### src/rtl/mips_cpu_state_machine.sv
// rtl/mips_cpu_state_machine.sv - multicycle MIPS sequencing FSM with stall detection and retire counter
// Sequences HALT/FETCH/DECODE/EXEC1/EXEC2 for the controller; a boot flag gives exactly one restart per reset.

module mips_cpu_state_machine (
  input  logic        clk,
  input  logic        rst_n,
  input  logic [5:0]  opcode,
  input  logic [5:0]  fncode,
  input  logic [4:0]  regimm,
  input  logic [31:0] pc,
  input  logic        waitrequest,
  input  logic        memread,
  input  logic        memwrite,
  input  logic        muldiv_busy,
  output logic [2:0]  state,
  output logic        active,
  output logic        stall,
  output logic [31:0] instr_count
);

  typedef enum logic [2:0] {
    S_HALT   = 3'd0,
    S_FETCH  = 3'd1,
    S_DECODE = 3'd2,
    S_EXEC1  = 3'd3,
    S_EXEC2  = 3'd4
  } state_t;

  state_t      state_q, state_d;
  logic        boot_q, boot_d;
  logic [31:0] count_q;
  logic        retire;
  logic        mem_wait, md_wait, needs_exec2;

  assign mem_wait    = (memread | memwrite) & waitrequest;
  assign md_wait     = (opcode == 6'h00) && (fncode inside {[6'h18:6'h1B]}) && muldiv_busy;
  // Loads and the linking REGIMM branches need a second execute cycle.
  assign needs_exec2 = (opcode inside {[6'h20:6'h26]}) ||
                       ((opcode == 6'h01) && (regimm inside {5'h10, 5'h11}));

  always_ff @(posedge clk or negedge rst_n) begin
    if (!rst_n) begin
      state_q <= S_HALT;
      boot_q  <= 1'b1;
      count_q <= 32'd0;
    end else begin
      state_q <= state_d;
      boot_q  <= boot_d;
      if (retire) count_q <= count_q + 32'd1;
    end
  end

  always_comb begin
    state_d = state_q;
    boot_d  = boot_q;
    retire  = 1'b0;
    stall   = 1'b0;
    active  = 1'b0;
    case (state_q)
      S_HALT: begin
        if (boot_q) begin
          state_d = S_FETCH;
          boot_d  = 1'b0;
        end
      end
      S_FETCH: begin
        active = 1'b1;
        // A fetch from address zero means the program has returned; its read is discarded.
        if (pc == 32'h0)      state_d = S_HALT;
        else if (waitrequest) stall   = 1'b1;
        else                  state_d = S_DECODE;
      end
      S_DECODE: begin
        active  = 1'b1;
        state_d = S_EXEC1;
      end
      S_EXEC1: begin
        active = 1'b1;
        if (mem_wait || md_wait) stall = 1'b1;
        else if (needs_exec2)    state_d = S_EXEC2;
        else begin
          state_d = S_FETCH;
          retire  = 1'b1;
        end
      end
      S_EXEC2: begin
        active = 1'b1;
        if (mem_wait) stall = 1'b1;
        else begin
          state_d = S_FETCH;
          retire  = 1'b1;
        end
      end
      default: state_d = S_HALT;
    endcase
  end

  assign state       = state_q;
  assign instr_count = count_q;

endmodule
### config.mk
export PLATFORM = sky130hd
export DESIGN_NAME = mips_cpu_state_machine
export DESIGN_NICKNAME = d
export VERILOG_FILES = /design/src/rtl/mips_cpu_state_machine.sv
export SDC_FILE = /design/constraint.sdc
export NUM_CORES = 1
export LEC_CHECK = 0
export BUFFER_PORTS_ARGS = -buffer_cell sky130_fd_sc_hd__buf_2
export CAP_MARGIN = 20
export CORE_MARGIN = 2
export CORE_UTILIZATION = 35
export DETAILED_ROUTE_END_ITERATION = 12
export PLACE_DENSITY = 0.62
export RECOVER_POWER = 25
export SLEW_MARGIN = 20
export SYNTH_ARGS = -nofsm -noshare
export SYNTH_HDL_FRONTEND = slang
export SYNTH_SLANG_ARGS = --single-unit
### constraint.sdc
create_clock -name clk -period 2.8 [get_ports clk]
set_input_delay 0.28 -clock clk [delete_from_list [all_inputs] [get_ports clk]]
set_output_delay 0.28 -clock clk [all_outputs]
set_load 0.01 [all_outputs]
==> metrics.md, run 1 <==
| Metric | Value |
|---|---|
| CTS tree | yes |
| Final Max Slew Viols | 37 |
| Peak Freq | approximately 460 MHz |
| Number of diodes | 0 |
| Total Routing Usage GR | 0.156 |
| Post-cts hold buffer count | 0 |
| Fin. Hold Viols | 0 |
| FF+latch count, synth | 36 |
| Clock power frac | 0.301 |
| CP Class | register to register |
| CTS sink count | 36 |
| Slew headroom | -0.254 |
| Syn nets | about 250 |
| DRC Markers | 0 |
| First-pass GRT wire length | around 7.6 mm |
| IO Pins | 92 |
| Final min period | 2160 ps |
| Max-cap violations | 1 |
| Clk root buf | clkbuf_8 |
| Area grow syn2layout | 30.9% |
| Initial antenna violation count | 0 |
| Total congestion overflow | 0 |
| Post-synth EDFFs | 0 |
| Finished Layout Cells | between 300 and 400 |
| Largest net degree at the start of global routing | 37 |
| Hold Crit Class | input port to register |
| Setup Buffers After CTS | 0 |
| Die area | 6270 um2 |
| Ys async rst share | 1.00 |
| Clk_skew | between 7 and 8 ps |
| Synth warn | 0 |
| Synth Area in Simple Gates | 0.312 |
| Die Ht | roughly 80 um |
| Synth Instances | 189 |
| Final Setup Violations | 0 |
| Flop pwr share | 0.438 |
| Post-Route WL | 4.57 mm |
| I/O Buffers | between 80 and 90 |
| Share of cells above drive strength 1 | 0.423 |
| IR drop worst, VDD | ~240 uV |
| DP Worst Slack | between 300 and 400 ps |
| RSZ-0062 raised after global routing | false |
| Site row count | 27 |
| Synth Area per Inst | around 10 um2 |
| Synth unique cells | 44 |
| Placer Congestion | between 0.7 and 0.8 |
| Crit Path Max Fanout | 11 |
| H-Tree Depth | 2 |
| Internal power | ~1.0 mW |
| DP Area | between 2000 and 2500 um2 |
| Sequential area share after synthesis | 0.456 |
| DR pass1 iterations | 4 |
| WP data required | just over 3000 ps |
| Synthesized-area fraction occupied by adder cells | 0.00633 |
| Core area | between 5000 and 6000 um2 |
| Total vias in the final route | about 1800 |
| Avg WL per Cell | 12.9 um |
| HPWL after DPL | 3.44 mm |
| Xor and xnor area share after synthesis | 0.142 |
| Status | finished with violations |
| Later-pin clock latency in the skew report | approximately 290 ps |
| # placed instances | about 350 |
| Leak pwr | ~1.3 nW |
| Critical path arrival | around 2400 ps |
| Mux cell area share after synthesis | 0.00570 |
| DR iter-0 viols | between 100 and 150 |
| CTS buffer count | 5 |
| Switching share of power | 0.325 |
| Most common cell after layout, fill and taps aside | buf_2 |
| Cell area after layout | around 2600 um2 |
| NetSw | between 0.4 and 0.5 mW |
| Setup WS post-layout | approximately 640 ps |
| CTS clk-pin slew, worst paths | roughly 70 ps |
| Synthesized area | 1980 um2 |
| Worst-margin pin slew | 1880 ps |
| CTS max path bufs | 2 |
| Critical Path End Type | register |
| Period utilization | 0.771 |
| CTS resizes | 0 |
| Number of global-route vias before repair | approximately 1700 |
| Vias per Instance | ~5.0 |
| Startpoint Class | register |
| Nets | approximately 340 |
| Final ANT Viol Nets | 0 |
| Violated checks | capacitance limit, slew limit |
| Power Dens Cells | about 580 nW/um2 |
| Synth Area in Compound Gates | 0.0475 |
| Combinational power share | 0.261 |
| Most frequent cells in the layout | 87 x buf_2, 35 x dfrtp_1, 19 x xor2_1 |
| DIE WIDTH | 79.2 um |
| Largest family of logic cells by synthesized area | simple AND/OR/NAND/NOR gates |
| Final setup TNS | 0 ps |
| Initial Util | 0.361 |
| Dominant synthesized flop cell | dfrtp_1 |
[cell usage after synthesis (2+ instances only)]
cell     instances  area [um2]
xor2_1          19         166
nor4_2           3        37.5
nor4b_1          2        17.5
xnor2_1         13         114
inv_1            6        22.5
nor3_1           8        40.0
dfrtp_1         35         876
o21ai_0          4        20.0
nor2_1          14        52.6
and4_1           3        26.3
nand4_1          9        56.3
buf_2            2        10.0
nor4_1           9        56.3
or2_2            2        12.5
buf_6            2        22.5
nand2_1         14        52.6
nor3_2           6        60.1
nand3_1         12        60.1
[layout make-up]
type                    instances  area [um2]
clock inverters                 2        35.0
well taps                      72        90.1
fillers                       549        2880
clock buffers                   6        72.6
flip-flops and latches         36         902
inverters                       6        22.5
multi-input cells             142        1020
repair buffers                 89         447
[sequential cells by signal, summed over array words and instances, names as in the netlist]
register,cells
instr_count,32
state,3
boot_q,1
[kinds of logic (layout without fill, tap and decap cells)]
family | Yosys count | in the layout
AO/OA/AOI/OAI | 12 | 12
flip-flops | 36 | 36
adder cells (fa/ha/maj) | 1 | 1
XOR/XNOR | 32 | 32
multiplexers | 1 | 1
buffers and inverters | 11 | 103
AND/OR/NAND/NOR | 96 | 96
[worst paths after layout]
path | depth (start not counted) | startpoint | end | slack (ps)
setup / recovery | 6 | state[0]$_DFFE_PN0P_ | instr_count[22]$_DFFE_PN0P_ | 640
hold / removal | 4 | waitrequest | state[1]$_DFFE_PN0P_ | 320
setup reg to reg | 6 | state[0]$_DFFE_PN0P_ | instr_count[22]$_DFFE_PN0P_ | 640
hold reg to reg | 1 | boot_q$_DFFE_PN1N_ | boot_q$_DFFE_PN1N_ | 460
max in group asynchronous | 1 | rst_n | state[2]$_DFFE_PN0P_ | 1220
min in group asynchronous | 1 | rst_n | instr_count[11]$_DFFE_PN0P_ | 500
[worst max-delay path, cell delays in order, from the launching register on]
cell and delay, ps:
dfrtp_1 470, nor2_1 200, and2_4 200, a21oi_2 60, or4b_4 660, nor4_1 320, xor2_1 180
[metrics by stage]
stage	util	total power, mW	hold WS (ps)
final	0.473	1.50	321
after global routing	0.473	1.58	333
after detailed placement	0.453	1.06	417
after CTS	0.472	1.51	98.3
after floorplan	-	0.891	-15.6
after global placement	0.453	1.05	425
[metal layers]
| layer | share of wire | GRT usage | wire, um | up-vias |
|---|---|---|---|---|
| li1 | - | - | - | 861 |
| met1 | 0.42 | 0.181 | 1930 | 826 |
| met2 | 0.49 | 0.274 | 2260 | 68 |
| met3 | 0.064 | 0.0443 | 291 | 6 |
| met4 | 0.017 | 0.0569 | 79 | 0 |
| met5 | 0 | 0 | 0 | - |
[power groups by stage]
stage	registers (mW)	logic, mW	clock network [mW]
global placement	0.664	0.391	0
detailed placement	0.666	0.389	0
finish	0.656	0.391	0.451
CTS	0.658	0.392	0.464
floorplan	0.670	0.220	0
global route	0.673	0.431	0.478
(Power assumes the default switching activity.)
==> run 2, diff against run 1 <==
Settings changed: ABC_AREA set to 1, PLACE_DENSITY 0.62 to 0.61.
Clock period 2.8 ns to 1.77 ns, I/O delays scaled along.
==> run 2 against run 1 <==
Net effect: the run now ends clean; power up 1.8%; critical path depth is 2 higher; global-route usage grew 1.5 points; via count is 57% higher; critical path type is now register to output pin; critical endpoint is now stall; largest power group unchanged; highest routed layer unchanged.
==> metrics.md, run 2 <==
| Metric | Value |
|---|---|
| Status | finished clean |
| Power Dens Cells | 460 nW/um2 (-20%) |
| CTS sink count | 36 (unchanged) |
| Clk_skew | 6.89 ps (-0.283 ps) |
| Number of global-route vias before repair | 2577 (+51%) |
| Hold Crit Class | input port to register |
| Core area | 7290 um2 (+33%) |
| Combinational power share | 0.067 (-0.194) |
| Initial antenna violation count | 0 (unchanged) |
| Syn nets | 458 (+87%) |
| Most common cell after layout, fill and taps aside | nand2_1 |
| Critical Path End Type | output pin |
| Max incr delay on CP | 400 ps (-260 ps) |
| IO Pins | 92 (unchanged) |
| Period utilization | 0.959 |
| RSZ-0062 raised after global routing | true |
| Die Ht | 90.8 um (+15%) |
| CTS max path bufs | 2 (unchanged) |
| FF-to-FF Start | instr_count[0]$_DFFE_PN0P_ |
| DIE WIDTH | 90.8 um (+15%) |
| Crit Path Max Fanout | 5 (-6) |
| WP data required | 1590 ps (-1430 ps) |
| H-Tree Depth | 2 (unchanged) |
| DP Area | 3190 um2 (+29%) |
| Max-cap violations | 0 (-1) |
| CP Cell Sequence | inv_2 -> nand2_2 -> nor2_4 -> nand2_1 -> nand2_1 -> nand2_1 -> nand2_1 -> buf_2 |
| Vias per Instance | 4.64 (-7.0%) |
| NetSw | 0.330 mW (-32%) |
| Placer Congestion | 0.883 (+18%) |
| Leak pwr | 1.81 nW (+41%) |
| Sequential area share after synthesis | 0.342 (-0.114) |
| DR pass1 iterations | 4 (unchanged) |
| First-pass GRT wire length | 11.8 mm (+55%) |
| I/O Buffers | 88 (unchanged) |
| Worst r2r path cells | 9 (+3) |
| Nets | 553 (+65%) |
| CP dominant cell by count | nand2_1 |
| Final ANT Viol Nets | 0 (unchanged) |
| Hold depth | 4 (unchanged) |
| CP Class | register to output pin |
| DR iter-0 viols | 172 (+69%) |
| Avg WL per Cell | 11.1 um (-15%) |
| Crit path launch | state[0]$_DFFE_PN0P_ |
| CTS tree | yes |
| Synth top cells by count | 151 x nand2_1, 56 x nor2_1, 42 x nand3_1 |
| Worst Hold Launch | memread |
| Total Routing Usage GR | 0.171 (+0.0146) |
| Hold Path End | state[2]$_DFFE_PN0P_ |
| Share of cells above drive strength 1 | 0.243 (-0.181) |
| Number of diodes | 0 (unchanged) |
| Internal power | 1.19 mW (+18%) |
| Post-synth top area cell | dfrtp_1 |
| Final setup TNS | 0 ps (unchanged) |
| Synth Area per Inst | 6.56 um2 (-37%) |
| Post-synth EDFFs | 0 (unchanged) |
| Site row count | 31 (+15%) |
| Slowest-stage cell, CP | dfrtp_1 |
| Power consumption | 1.52 mW (+1.8%) |
| Synth unique cells | 30 (-32%) |
| Total congestion overflow | 0 (unchanged) |
| Most frequent cells in the layout | 150 x nand2_1, 88 x buf_2, 53 x nor2_1 |
| Largest net degree at the start of global routing | 37 (unchanged) |
| R2R Path End | instr_count[26]$_DFFE_PN0P_ |
| Startpoint Class | register |
| Worst-margin pin slew | 788 ps (-1090 ps) |
| Flop pwr share | 0.540 (+0.102) |
| Register-to-register setup slack | 150 ps (-490 ps) |
| Fill cell count | 816 (+49%) |
| IR drop worst, VDD | 201 uV (-15%) |
| Critical path arrival | 1520 ps (-850 ps) |
| Clk root buf | clkbuf_8 |
| Final Max Slew Viols | 0 (-100%) |
| Synth top area share | 0.332 (-0.111) |
| Most common cell in the netlist | nand2_1 |
| Clock power frac | 0.393 (+0.092) |
| FF+latch count, synth | 36 (unchanged) |
| Fin. Hold Viols | 0 (unchanged) |
| Area grow syn2layout | 25.6% |
| Synth warn | 0 (unchanged) |
| Peak Freq | between 500 and 600 MHz |
| Cell area after layout | 3310 um2 (+28%) |
| Initial Util | 0.362 (+0.000477) |
| Synth area leaders | dfrtp_1 33%, nand2_1 21%, nand3_1 8.0% |
| Ys async rst share | 1.00 (unchanged) |
| Total vias in the final route | 2769 (+57%) |
| Max reg flops | 32 (unchanged) |
| Switching share of power | 0.217 (-0.109) |
| Final min period | 1700 ps |
| Synthesized area | 2640 um2 (+33%) |
| Dominant synthesized flop cell | dfrtp_1 |
| Post-Route WL | 6.60 mm (+45%) |
| HPWL after DPL | 5.31 mm (+54%) |
| Final Setup Violations | 0 (unchanged) |
| DRC Markers | 0 (unchanged) |
| Die area | 8250 um2 (+32%) |
| Slew headroom | 0.475 (+0.729) |
| CTS buffer count | 5 (unchanged) |
| CTS clk-pin slew, worst paths | 70 ps (about the same) |
| Synth Instances | 402 (+110%) |
| Later-pin clock latency in the skew report | 290 ps (about the same) |
==> run 2: changes by cell type in the layout (fill, tap and decap cells not counted), moves of 4 or more <==
cell	before	now
nor3_2	7	1
nor3_1	7	12
nor2_1	14	53
nor4_1	9	0
nand2_1	14	150
xnor2_1	13	8
buf_4	1	9
nand3_1	12	42
o21ai_0	4	0
inv_1	6	36
==> run 2: power groups by stage <==
stage	registers (mW)	logic (mW)	clock network (mW)
3_5_place_dp	0.838	0.104	0
4_1_cts	0.822	0.105	0.622
2_1_floorplan	0.838	0.0292	0
3_3_place_gp	0.838	0.101	0
5_1_grt	0.822	0.122	0.666
6_report	0.823	0.103	0.599
==> run 2: metal layers <==
layer / track usage / share of wire / up-vias
li1: - / - / 1447
met1: 0.219 / 0.46 / 1241
met2: 0.290 / 0.48 / 72
met3: 0.0359 / 0.053 / 9
met4: 0.0480 / 0.013 / 0
met5: 0 / 0 / -
==> run 2: worst max-delay path: cells and delay by family, from the launching register on <==
kind | cells | cell delay (ps)
buf+inv | 2 | 240
flops | 1 | 400
simple gates | 6 | 580
==> run 2: how the worst max path moves through the flow <==
stage                                  end  cells past startpoint
2_1_floorplan  instr_count[26]$_DFFE_PN0P_                      9
3_3_place_gp   instr_count[26]$_DFFE_PN0P_                      9
3_5_place_dp   instr_count[14]$_DFFE_PN0P_                      8
4_1_cts                              stall                      8
5_1_grt                              stall                      8
6_report                             stall                      8
==> run 2: final cells by class <==
| class | instances | area, um2 | share of cell area |
|---|---|---|---|
| well taps | 99 | 124 | 0.0374 |
| repair buffers | 98 | 518 | 0.156 |
| multi-input cells | 317 | 1530 | 0.463 |
| inverters | 39 | 146 | 0.0442 |
| clock buffers | 8 | 90.1 | 0.0272 |
| flip-flops and latches | 36 | 902 | 0.272 |
==> run 2: logic make-up after synthesis <==
| logic type | after synthesis | share of synthesized area |
|---|---|---|
| AND/OR/NAND/NOR | 283 | 0.466 |
| buffers and inverters | 49 | 0.0835 |
| flip-flops | 36 | 0.342 |
| XOR/XNOR | 28 | 0.0930 |
| AO/OA/AOI/OAI | 5 | 0.0104 |
| adder cells (fa/ha/maj) | 1 | 0.00474 |
==> run 2: repair_timing <==
action	CTS	global route
buffers inserted	0	1
endpoints found under the setup margin	1	7
endpoints found under the hold margin	28	0
hold buffers	1	0
gates resized for setup	3	3
==> run 2: through the flow <==
| step | cells | setup WS, ps | hold slack [ps] | utilization |
|---|---|---|---|---|
| 2_1_floorplan | 402 | 200 | -119 | - |
| 3_3_place_gp | 587 | 184 | 306 | 0.437 |
| 3_5_place_dp | 587 | 146 | 308 | 0.437 |
| 4_1_cts | 596 | 39.8 | 261 | 0.452 |
| 5_1_grt | 597 | -4.38 | 296 | 0.454 |
| 6_report | 597 | 73.2 | 265 | 0.454 |
